===== config.mk =====
export PLATFORM = sky130hd
export DESIGN_NAME = mips_mem_interface
export DESIGN_NICKNAME = d
export VERILOG_FILES = /design/src/rtl/mips_mem_interface_pkg.sv /design/src/rtl/mips_access_timer.sv /design/src/rtl/mips_mem_interface.sv
export SDC_FILE = /design/constraint.sdc
export NUM_CORES = 1
export LEC_CHECK = 0
export ABC_AREA = 1
export CAP_MARGIN = 15
export CELL_PAD_IN_SITES_DETAIL_PLACEMENT = 2
export CELL_PAD_IN_SITES_GLOBAL_PLACEMENT = 2
export CORE_ASPECT_RATIO = 1.1
export CORE_UTILIZATION = 19
export CTS_BUF_LIST = sky130_fd_sc_hd__clkbuf_16
export CTS_CLUSTER_SIZE = 14
export DETAILED_ROUTE_END_ITERATION = 10
export GPL_TIMING_DRIVEN = 0
export HOLD_SLACK_MARGIN = 0.05
export PLACE_DENSITY = 0.82
export SKIP_LAST_GASP = 1
export SYNTH_ARGS = -nofsm -noshare
export SYNTH_HDL_FRONTEND = slang
export SYNTH_SLANG_ARGS = --single-unit

===== constraint.sdc =====
create_clock -name clk -period 1.8 [get_ports clk]
set_input_delay 0.36 -clock clk [delete_from_list [all_inputs] [get_ports clk]]
set_output_delay 0.36 -clock clk [all_outputs]
set_load 0.01 [all_outputs]

===== src/rtl/mips_mem_interface_pkg.sv =====
// Shared definitions for the multicycle MIPS memory stage and the controller:
// FSM and destination encodings, opcode constants, and the alignment helper.
package mips_mem_interface_pkg;

  typedef enum logic {
    MEM_IDLE = 1'b0,
    MEM_WAIT = 1'b1
  } mem_state_t;

  typedef enum logic {
    DEST_IR  = 1'b0,
    DEST_MDR = 1'b1
  } mem_dest_t;

  // Primary opcodes, shared with the multicycle controller decode.
  localparam logic [5:0] OP_RTYPE = 6'h00;
  localparam logic [5:0] OP_J     = 6'h02;
  localparam logic [5:0] OP_BEQ   = 6'h04;
  localparam logic [5:0] OP_ADDI  = 6'h08;
  localparam logic [5:0] OP_LW    = 6'h23;
  localparam logic [5:0] OP_SW    = 6'h2B;

  function automatic logic is_word_aligned(input logic [1:0] byte_offset);
    return byte_offset == 2'b00;
  endfunction

endpackage


===== src/rtl/mips_access_timer.sv =====
// Cycle counter for an in-flight bus access; tc flags the last permitted
// WAIT cycle (count == TIMEOUT-1). Saturates there rather than wrapping.
module mips_access_timer #(
  parameter int TIMEOUT = 15
) (
  input  logic clk,
  input  logic rst,
  input  logic clear,
  input  logic enable,
  output logic tc
);

  localparam int W = $clog2(TIMEOUT + 1);

  logic [W-1:0] count;

  // NOTE: sequential state is written with <= only, so every flop samples
  // pre-edge values regardless of the order blocks are evaluated in.
  always_ff @(posedge clk) begin
    if (rst || clear) begin
      count <= '0;
    end else if (enable && !tc) begin
      count <= count + W'(1);
    end
  end

  assign tc = (count == W'(TIMEOUT - 1));

endmodule


===== src/rtl/mips_mem_interface.sv =====
// Memory access stage: turns controller IorD/MemWrite/IRWrite into exactly one
// handshaked bus transaction per request window and loads IR or MDR on reads.
module mips_mem_interface
  import mips_mem_interface_pkg::*;
#(
  parameter int ADDR_W  = 8,
  parameter int TIMEOUT = 15
) (
  input  logic              clk,
  input  logic              rst,
  input  logic              IorD,
  input  logic              MemWrite,
  input  logic              IRWrite,
  input  logic [31:0]       pc,
  input  logic [31:0]       alu_out,
  input  logic [31:0]       write_data,
  output logic [31:0]       instr,
  output logic [31:0]       mem_data,
  output logic              mem_busy,
  output logic              mem_err,
  output logic              mem_req,
  output logic              mem_we,
  output logic [ADDR_W-1:0] mem_addr,
  output logic [31:0]       mem_wdata,
  input  logic [31:0]       mem_rdata,
  input  logic              mem_ack
);

  mem_state_t  state;
  mem_dest_t   dest;
  logic        served;
  logic        req;
  logic [31:0] baddr;
  logic        aligned;
  logic        start;
  logic        launch;
  logic        timer_tc;
  logic        ir_load;
  logic        mdr_load;
  logic        unused_baddr_hi;

  assign req     = IorD | MemWrite | IRWrite;
  assign baddr   = IorD ? alu_out : pc;
  assign aligned = is_word_aligned(baddr[1:0]);
  assign start   = (state == MEM_IDLE) && req && !served;
  assign launch  = start && aligned;

  // Byte-address bits above the bus word address are not decoded.
  assign unused_baddr_hi = ^baddr[31:ADDR_W+2];

  assign mem_busy = (state == MEM_WAIT) || launch;

  mips_access_timer #(
    .TIMEOUT (TIMEOUT)
  ) u_timer (
    .clk    (clk),
    .rst    (rst),
    .clear  (launch),
    .enable (state == MEM_WAIT),
    .tc     (timer_tc)
  );

  always_ff @(posedge clk) begin
    if (rst) begin
      state     <= MEM_IDLE;
      dest      <= DEST_IR;
      served    <= 1'b0;
      mem_req   <= 1'b0;
      mem_we    <= 1'b0;
      mem_err   <= 1'b0;
      mem_addr  <= '0;
      mem_wdata <= '0;
    end else begin
      // A dropped request re-arms the stage; completion below overrides this.
      if (!req) begin
        served <= 1'b0;
      end
      case (state)
        MEM_IDLE: begin
          if (start) begin
            if (!aligned) begin
              mem_err <= 1'b1;
              served  <= 1'b1;
            end else begin
              mem_addr  <= baddr[ADDR_W+1:2];
              mem_wdata <= write_data;
              mem_we    <= MemWrite;
              mem_req   <= 1'b1;
              dest      <= (IRWrite && !IorD) ? DEST_IR : DEST_MDR;
              state     <= MEM_WAIT;
            end
          end
        end
        MEM_WAIT: begin
          // Ack is checked first so an ack on the final cycle is not an error.
          if (mem_ack) begin
            mem_req <= 1'b0;
            mem_we  <= 1'b0;
            served  <= 1'b1;
            state   <= MEM_IDLE;
          end else if (timer_tc) begin
            mem_req <= 1'b0;
            mem_we  <= 1'b0;
            mem_err <= 1'b1;
            served  <= 1'b1;
            state   <= MEM_IDLE;
          end
        end
        default: state <= MEM_IDLE;
      endcase
    end
  end

  always_comb begin
    // NOTE: defaults first so no path leaves a combinational output unassigned,
    // which would otherwise infer a latch.
    ir_load  = 1'b0;
    mdr_load = 1'b0;
    if (state == MEM_WAIT && mem_ack && !mem_we) begin
      ir_load  = (dest == DEST_IR);
      mdr_load = (dest == DEST_MDR);
    end
  end

  always_ff @(posedge clk) begin
    if (rst) begin
      instr    <= '0;
      mem_data <= '0;
    end else begin
      if (ir_load) begin
        instr <= mem_rdata;
      end
      if (mdr_load) begin
        mem_data <= mem_rdata;
      end
    end
  end

endmodule


# After elaboration in Yosys (flattened, before gate mapping)
# Index checks and enable logic that the tools add are counted.
[totals]
register_bits = 114
latch_bits = 0
ramBits = 0
mem_bits_ro = 0
out_inout_bits = 108
memories = 0
[op_classes]
addsub = 1
n_mul = 0
div = 0
n_lt_le_gt_ge = 0
n_eq_ne = 7
shifts = 0
muxes = 28
bitwise = 4
n_reduce_logical = 17
[op_table]
columns = ["operator", "n"]
rows = [
  ["$mux W1", 22],
  ["$mux W10", 1],
  ["$pmux W1 S2", 5],
  ["$ne A2 B2 Y1 const B", 4],
  ["$logic_and A1 B1 Y1", 7],
  ["$reduce_and A3 Y1", 2],
  ["$add A4 B1 Y4 const B", 1],
  ["$eq A4 B4 Y1 const B", 1],
  ["$logic_not A1 Y1", 4],
  ["$reduce_and A4 Y1", 1],
  ["$ne A3 B2 Y1 const B", 1],
  ["$logic_not A2 Y1", 1],
  ["$logic_or A1 B1 Y1", 2],
  ["$ne A2 B1 Y1 const B", 1],
  ["$not A1 Y1", 2],
  ["$or A1 B1 Y1", 2],
]

# Depth between registers and ports, before layout
# Gate-level depths: netlist of run 1.
[depth]
ltp_word = 6
mapped_depth = 9
ltp_nobuf = 8

# By module
# From an unflattened synthesis of run 1, not the netlist that was laid out.
[unflattened]
cells_unflattened = 561
area_unflattened_um2 = 4287.9
[by_module_without_submodules]
columns = ["module", "instances", "cells_per_inst", "area_each_um2", "seq_area_each_um2"]
rows = [
  ["mips_mem_interface", 1, 530, 4051.4, 2202.1],
  ["mips_access_timer", 1, 31, 236.5, 80.1],
]

# Worst setup path before layout of run 1
# Ideal clock, no wire load.
[synth_timing]
path_kind = "input to output"
from = "input port IorD"
to = "output port mem_busy"
t_arrival_ns = 1.187
required_ns = 1.440
slack_ns = 0.253
stages = 8
path_cell_list = "buf_4 -> nand3b_1 -> nand2_1 -> inv_2 -> nor2_4 -> inv_2 -> buf_2 -> nand2_1"
[synth_via]
elab_chain_len = 6
[synth_lines]
columns = ["item", "line", "text"]
rows = [
  ["start, declared", "mips_mem_interface.sv:11", "input logic IorD,"],
  ["$or A1 B1 Y1 (2 in a row)", "mips_mem_interface.sv:42", "assign req = IorD | MemWrite | IRWrite;"],
  ["$logic_and A1 B1 Y1 (2 in a row)", "mips_mem_interface.sv:45", "assign start = (state == MEM_IDLE) && req && !served;"],
  ["$logic_and A1 B1 Y1 *", "mips_mem_interface.sv:46", "assign launch = start && aligned;"],
  ["$logic_or A1 B1 Y1 *", "mips_mem_interface.sv:51", "assign mem_busy = (state == MEM_WAIT) || launch;"],
  ["end, declared", "mips_mem_interface.sv:19", "output logic mem_busy,"],
]
# Every way passes the cells marked *; elsewhere a longest branch is shown, timed or not.

# Final worst setup path of run 1
[layout_timing]
from = "register mem_we"
to = "output port mem_we"
[layout_rtl]
columns = ["item", "line", "text"]
rows = [
  ["start, declared", "mips_mem_interface.sv:22", "output logic mem_we,"],
  ["start signal, assigned", "mips_mem_interface.sv:87", "mem_we <= MemWrite;"],
]
# No word-level cell between the ends.

==> results of run 1 <==
[worst reg2reg max path: stages, from the launching register on]
cell,delay [ns]
dfxtp_4,0.37
inv_6,0.04
buf_4,0.14
nor3_4,0.22
buf_4,0.18
nand2_1,0.12
clkbuf_1,0.28
nand2_1,0.13
a21oi_1,0.07
[stage by stage]
stage | setup TNS, ns | total power [mW] | setup slack (ns)
6_report | 0 | 7.03 | 0.0534
5_1_grt | -1.12 | 7.37 | -0.0739
4_1_cts | 0 | 7.16 | 0.0105
3_5_place_dp | -44.40 | 3.59 | -1.21
3_3_place_gp | -40.24 | 3.57 | -1.19
2_1_floorplan | 0 | 3.05 | 0.253
[layout by cell type (no fill, tap or decap), types with 2 or more instances in the layout]
cell type / netlist / final
clkdlybuf4s50_1: 0 / 189
nor2_1: 149 / 149
dfxtp_1: 114 / 113
nand2_1: 74 / 71
o21ai_0: 61 / 61
a21oi_1: 41 / 41
nand3_1: 38 / 37
buf_4: 4 / 20
clkbuf_1: 21 / 17
clkbuf_16: 0 / 17
o21ai_1: 14 / 14
buf_2: 10 / 11
inv_1: 10 / 10
dlygate4sd2_1: 0 / 5
clkbuf_2: 1 / 4
clkinv_1: 1 / 4
bufinv_16: 0 / 4
clkinv_2: 0 / 4
inv_2: 5 / 3
nand2_2: 0 / 2
buf_6: 0 / 2
inv_4: 0 / 2
o21bai_1: 2 / 2
ha_1: 2 / 2
[flip-flops by register name, summed over array words and instances, names as in the netlist]
signal,cells
mem_req,1
instr,32
mem_data,32
mem_err,1
state,1
mem_we,1
u_timer.count,4
mem_addr,8
mem_wdata,32
dest,1
served,1
[layout make-up]
| type | count | area, sq um | share of cell area (%) |
|---|---|---|---|
| clock inverter | 14 | 171 | 2.34 |
| tap | 290 | 363 | 4.96 |
| timing repair buffer | 214 | 2090 | 28.6 |
| antenna | 1 | 2.50 | 0.0342 |
| buffer | 35 | 168 | 2.29 |
| multi-input combinational | 388 | 1740 | 23.8 |
| inverter | 16 | 70.1 | 0.958 |
| sequential | 114 | 2290 | 31.2 |
| clock buffer | 17 | 425 | 5.81 |
[where the power goes]
part / switching [mW] / internal, mW / total (mW)
Clock: 1.19 / 2.28 / 3.46
Sequential: 0.0551 / 2.63 / 2.69
Combinational: 0.416 / 0.466 / 0.881
[logic make-up after synthesis]
kind of cell / Yosys count / share of synthesized area (%)
simple gates: 265 / 25.3
flops: 114 / 54.1
fa+ha+maj: 2 / 0.593
buf+inv: 52 / 5.31
xor+xnor: 2 / 0.415
compound gates: 119 / 14.3
[layer usage]
layer  up-vias  GRT usage [%]  part of all wire (%)
met1      2267           16.8                    41
met4         2           4.86                   1.1
met5         -              0                 0.046
li1       2259              -                     -
met3        13           6.62                   7.8
met2       129           28.0                    50
[how the worst max path moves through the flow]
stage          startpoint      endpoint  slack [ns]
6_report           mem_we        mem_we        0.05
5_1_grt           mem_ack  mem_data[25]       -0.07
4_1_cts             state      mem_busy        0.01
3_5_place_dp         IorD      mem_busy       -1.21
3_3_place_gp         IorD      mem_busy       -1.19
2_1_floorplan        IorD      mem_busy        0.25
[repair_timing]
| item | in CTS | in global routing |
|---|---|---|
| resized for setup | 33 | 8 |
| hold buffers | 0 | 0 |
| pin swaps | 5 | 2 |
| buffers inserted | 9 | 8 |
| hold endpoints to repair | 0 | 0 |
| endpoints found under the setup margin | 55 | 44 |
==> results.py, run 1 <==
metrics = {
    "outcome": {
        "status": "finished clean",
    },
    "power_and_ir_drop": {
        "vdd_drop_max_mv": 0.616,
        "p_leak_nw": 2.80,
        "power_density_nw_per_um2": 961,
    },
    "logic_synthesis": {
        "yosysTopAreaCellShare_pct": 54.1,
        "async_flop_share_pct": 0,
        "synth.most_common_cell": "nor2_1",
        "netlist_top_cells_area": "dfxtp_1 (54%), nor2_1 (13%), o21ai_0 (7.2%)",
        "netlist_area_sq_um": 4220,
        "synth_common_cells": "nor2_1 (149), dfxtp_1 (114), nand2_1 (74), o21ai_0 (61), a21oi_1 (41)",
        "avgSynthCellArea_sq_um": 7.62,
        "synth-main-ff-cell": "dfxtp_1",
        "synth_edf_count": 0,
        "ys_seq_elements": 114,
        "synth_largest_area_cell": "dfxtp_1",
        "syn_nets": 690,
        "yosys_warnings": 0,
        "synthCells": 554,
        "ys_seq_area_share_pct": 54.1,
        "ys_types": 23,
    },
    "worst_setup_path": {
        "critPathKind": "flop to primary output",
        "crit_cells": 1,
        "worstPathCellList": "clkdlybuf4s50_1",
        "cp_slowest_cell": "clkdlybuf4s50_1",
        "regToRegEndpoint": "mem_data[18]",
        "arrival_ns": 1.39,
        "cp_max_fo": 3,
        "r2r_cells": 8,
        "slowest_delay_ns": 0.57,
        "critPathTopFamily": "buffers and inverters",
        "r2r_start": "state",
        "cp_num_buf_inv": 1,
        "cp-start-kind": "flop",
        "r2r_setup_slack_ns": 0.12,
        "end_kind": "primary output",
        "crit_required_ns": 1.44,
    },
    "routing": {
        "drt-total-wl_um": 17400,
        "dr.pass1.iters": 4,
        "ant_nets": 0,
        "via_count": 4670,
        "drt-initial-drc-count": 133,
        "drc": 0,
        "wl_per_cell_um": 16.0,
        "via_per_inst": 4.29,
    },
    "min_path": {
        "holdPathEnd": "mem_we",
        "worstHoldPathType": "input pin to flop",
        "hold_depth": 3,
        "hold_start": "MemWrite",
    },
    "placement": {
        "place_area_sq_um": 6560,
        "place.gp.congestion": 0.695,
        "dpl.cell_count": 1041,
        "numPortBuffers": 197,
        "hpwl_um": 12700,
    },
    "die": {
        "die-height_um": 158,
        "ios": 242,
        "rows": 56,
        "core_area_sq_um": 21600,
        "die-area_sq_um": 22800,
        "die_w_um": 144,
        "start_util_pct": 19.6,
    },
    "timing": {
        "clock_skew_ns": 0.00506,
        "hold_viol": 0,
        "finalCriticalPeriod_ns": 1.75,
        "finalSetupViolCount": 0,
        "hold-worst-slack_ns": 0.392,
        "worstMarginPinSlew_ns": 0.583,
        "rsz0062_at_grt": "true",
        "fmaxAchievable_mhz": 573,
        "maxSlewViolCount": 0,
        "slew_headroom_pct": 61.1,
        "fin_crit_sh_pct": 97.0,
    },
    "finish": {
        "finalNonFillerCells": 1089,
        "fin_util_pct": 33.9,
        "nFillCells": 2484,
        "area_delta_synth_final_pct": 73.3,
        "final_area_sq_um": 7320,
        "final_net_count": 922,
        "drive_gt1_share_pct": 9.90,
    },
    "clock_tree": {
        "clock-sinks": 114,
        "clkTransAtPathRegs_ns": 0.05,
        "clk_latency_ns": 0.40,
        "htreeDepth": 4,
        "cts_buffer_depth": 2,
        "cts_made_buffers": 17,
        "cts_tree": "yes",
        "cts_root_buf": "clkbuf_16",
    },
    "flow_run": {
        "max_cap_viol_count": 0,
    },
    "grt": {
        "grt_pass1_vias": 5244,
        "grt_start_max_net_pins": 17,
        "antenna_found_initial": 2,
        "grt_pass1_wl_um": 27400,
        "grt-ovfl-total": 0,
        "grt_usage_pct": 15.8,
    },
}
Power figures use the tool's default switching activity.
==> run 2: changes to the inputs <==
PLACE_DENSITY = 0.87   (was 0.82)
==> results.py, run 2 (same netlist as run 1, synthesis figures left out) <==
metrics = {
    "finish": {
        "drive_gt1_share_pct": 9.45,
        "seq_area_sq_um": 2290,
        "finalNonFillerCells": 1085,
        "layout_commonest_cell": "clkdlybuf4s50_1",
        "top_regs": "instr (32), mem_data (32), mem_wdata (32)",
        "fin_util_pct": 33.5,
        "nFillCells": 2513,
        "final_area_sq_um": 7230,
        "multi_input_area_sq_um": 1740,
        "layout_common_cells": "clkdlybuf4s50_1 (188), nor2_1 (149), dfxtp_1 (113)",
        "area_delta_synth_final_pct": 71.2,
        "final_net_count": 919,
    },
    "worst_setup_path": {
        "crit_required_ns": 1.44,
        "worstPathCellList": "clkdlybuf4s50_1",
        "critPathKind": "flop to primary output",
        "cp_max_fo": 2,
        "cp-start-kind": "flop",
        "end_kind": "primary output",
        "cp_num_buf_inv": 1,
        "arrival_ns": 1.34,
        "critPathTopFamily": "buffers and inverters",
        "cp_slowest_cell": "clkdlybuf4s50_1",
        "slowest_delay_ns": 0.59,
    },
    "timing": {
        "worstMarginPinSlew_ns": 0.595,
        "fmaxAchievable_mhz": 590,
        "finalCriticalPeriod_ns": 1.70,
        "maxSlewViolCount": 0,
        "hold-worst-slack_ns": 0.394,
        "slew_headroom_pct": 60.4,
        "layout_setup_ws_ns": 0.105,
        "hold_viol": 0,
        "fin_crit_sh_pct": 94.2,
        "setup-tns-final_ns": 0,
        "clock_skew_ns": 0.00453,
        "finalSetupViolCount": 0,
    },
    "placement": {
        "place_worst_setup_slack_ns": -1.25,
        "numPortBuffers": 197,
        "place_area_sq_um": 6560,
        "hpwl_um": 13100,
        "dpl.cell_count": 1041,
        "place.gp.congestion": 0.694,
    },
    "die": {
        "rows": 56,
        "die-height_um": 158,
        "start_util_pct": 19.6,
        "core_area_sq_um": 21600,
        "die_w_um": 144,
        "die-area_sq_um": 22800,
        "ios": 242,
    },
    "grt": {
        "grt_usage_pct": 16.2,
        "grt_pass1_vias": 5189,
        "grt_start_max_net_pins": 17,
        "antenna_found_initial": 1,
        "grt_pass1_wl_um": 28000,
        "grt-ovfl-total": 0,
    },
    "clock_tree": {
        "cts_made_buffers": 17,
        "htreeDepth": 4,
        "cts_buffer_depth": 2,
        "cts_tree": "yes",
        "clk_latency_ns": 0.41,
        "hold_buffers": 0,
        "clkTransAtPathRegs_ns": 0.05,
        "cts_root_buf": "clkbuf_16",
        "clock-sinks": 114,
    },
    "routing": {
        "dr.pass1.iters": 4,
        "via_per_inst": 4.27,
        "drt-initial-drc-count": 125,
        "via_count": 4628,
        "wl_per_cell_um": 16.5,
        "drc": 0,
        "ant_nets": 0,
        "drt-total-wl_um": 17900,
    },
    "outcome": {
        "status": "finished clean",
    },
    "power_and_ir_drop": {
        "p_leak_nw": 2.79,
        "vdd_drop_max_mv": 0.587,
        "power_mw": 6.71,
        "power_density_nw_per_um2": 929,
    },
    "min_path": {
        "worstHoldPathType": "input pin to flop",
    },
    "flow_run": {
        "max_cap_viol_count": 0,
    },
}
run 2: cell types whose count changed in the layout (fill, tap and decap cells not counted), sizes merged:
| cell | change |
|---|---|
| clkdlybuf4s15 | -1 |
| dlymetal6s2s | +1 |
| dlygate4sd2 | +1 |
| clkdlybuf4s50 | -1 |
| inv | +2 |
| clkinvlp | -1 |
| bufinv | -2 |
| buf | -3 |
run 2: path summary, 6_finish.rpt:
kind	startpoint	end	slack (ns)	cells after the start
setup / recovery	instr[0]	instr[0]	0.10	1
hold / removal	MemWrite	mem_we	0.39	3
setup reg to reg	served	mem_wdata[16]	0.29	9
hold reg to reg	mem_err	mem_err	0.46	2
run 2: where the power goes:
| part | total [mW] | switching (mW) | internal (mW) |
|---|---|---|---|
| sequential | 2.69 | 0.0555 | 2.63 |
| combinational | 0.885 | 0.421 | 0.464 |
| clock | 3.14 | 1.17 | 1.97 |
run 2: layout make-up:
class	instances	share of cell area (%)
plain buffers	35	2.35
clock inverters	13	1.45
clock buffers	17	5.89
repair buffers	211	28.6
diodes	1	0.0346
multi-input cells	388	24.1
flip-flops and latches	114	31.6
inverters	16	0.935
well taps	290	5.02
run 2: metal layers:
layer,track usage (%),vias up,wire length (um)
met5,0,-,0
met4,5.12,0,237
met3,5.17,15,1190
met2,29.1,142,8890
met1,18.0,2221,7580
li1,-,2250,-
run 2: timing repair:
| action | in CTS | in global routing |
|---|---|---|
| pin swaps | 7 | 1 |
| endpoints found under the setup margin | 64 | 54 |
| setup buffers | 11 | 3 |
| gates resized for setup | 26 | 20 |
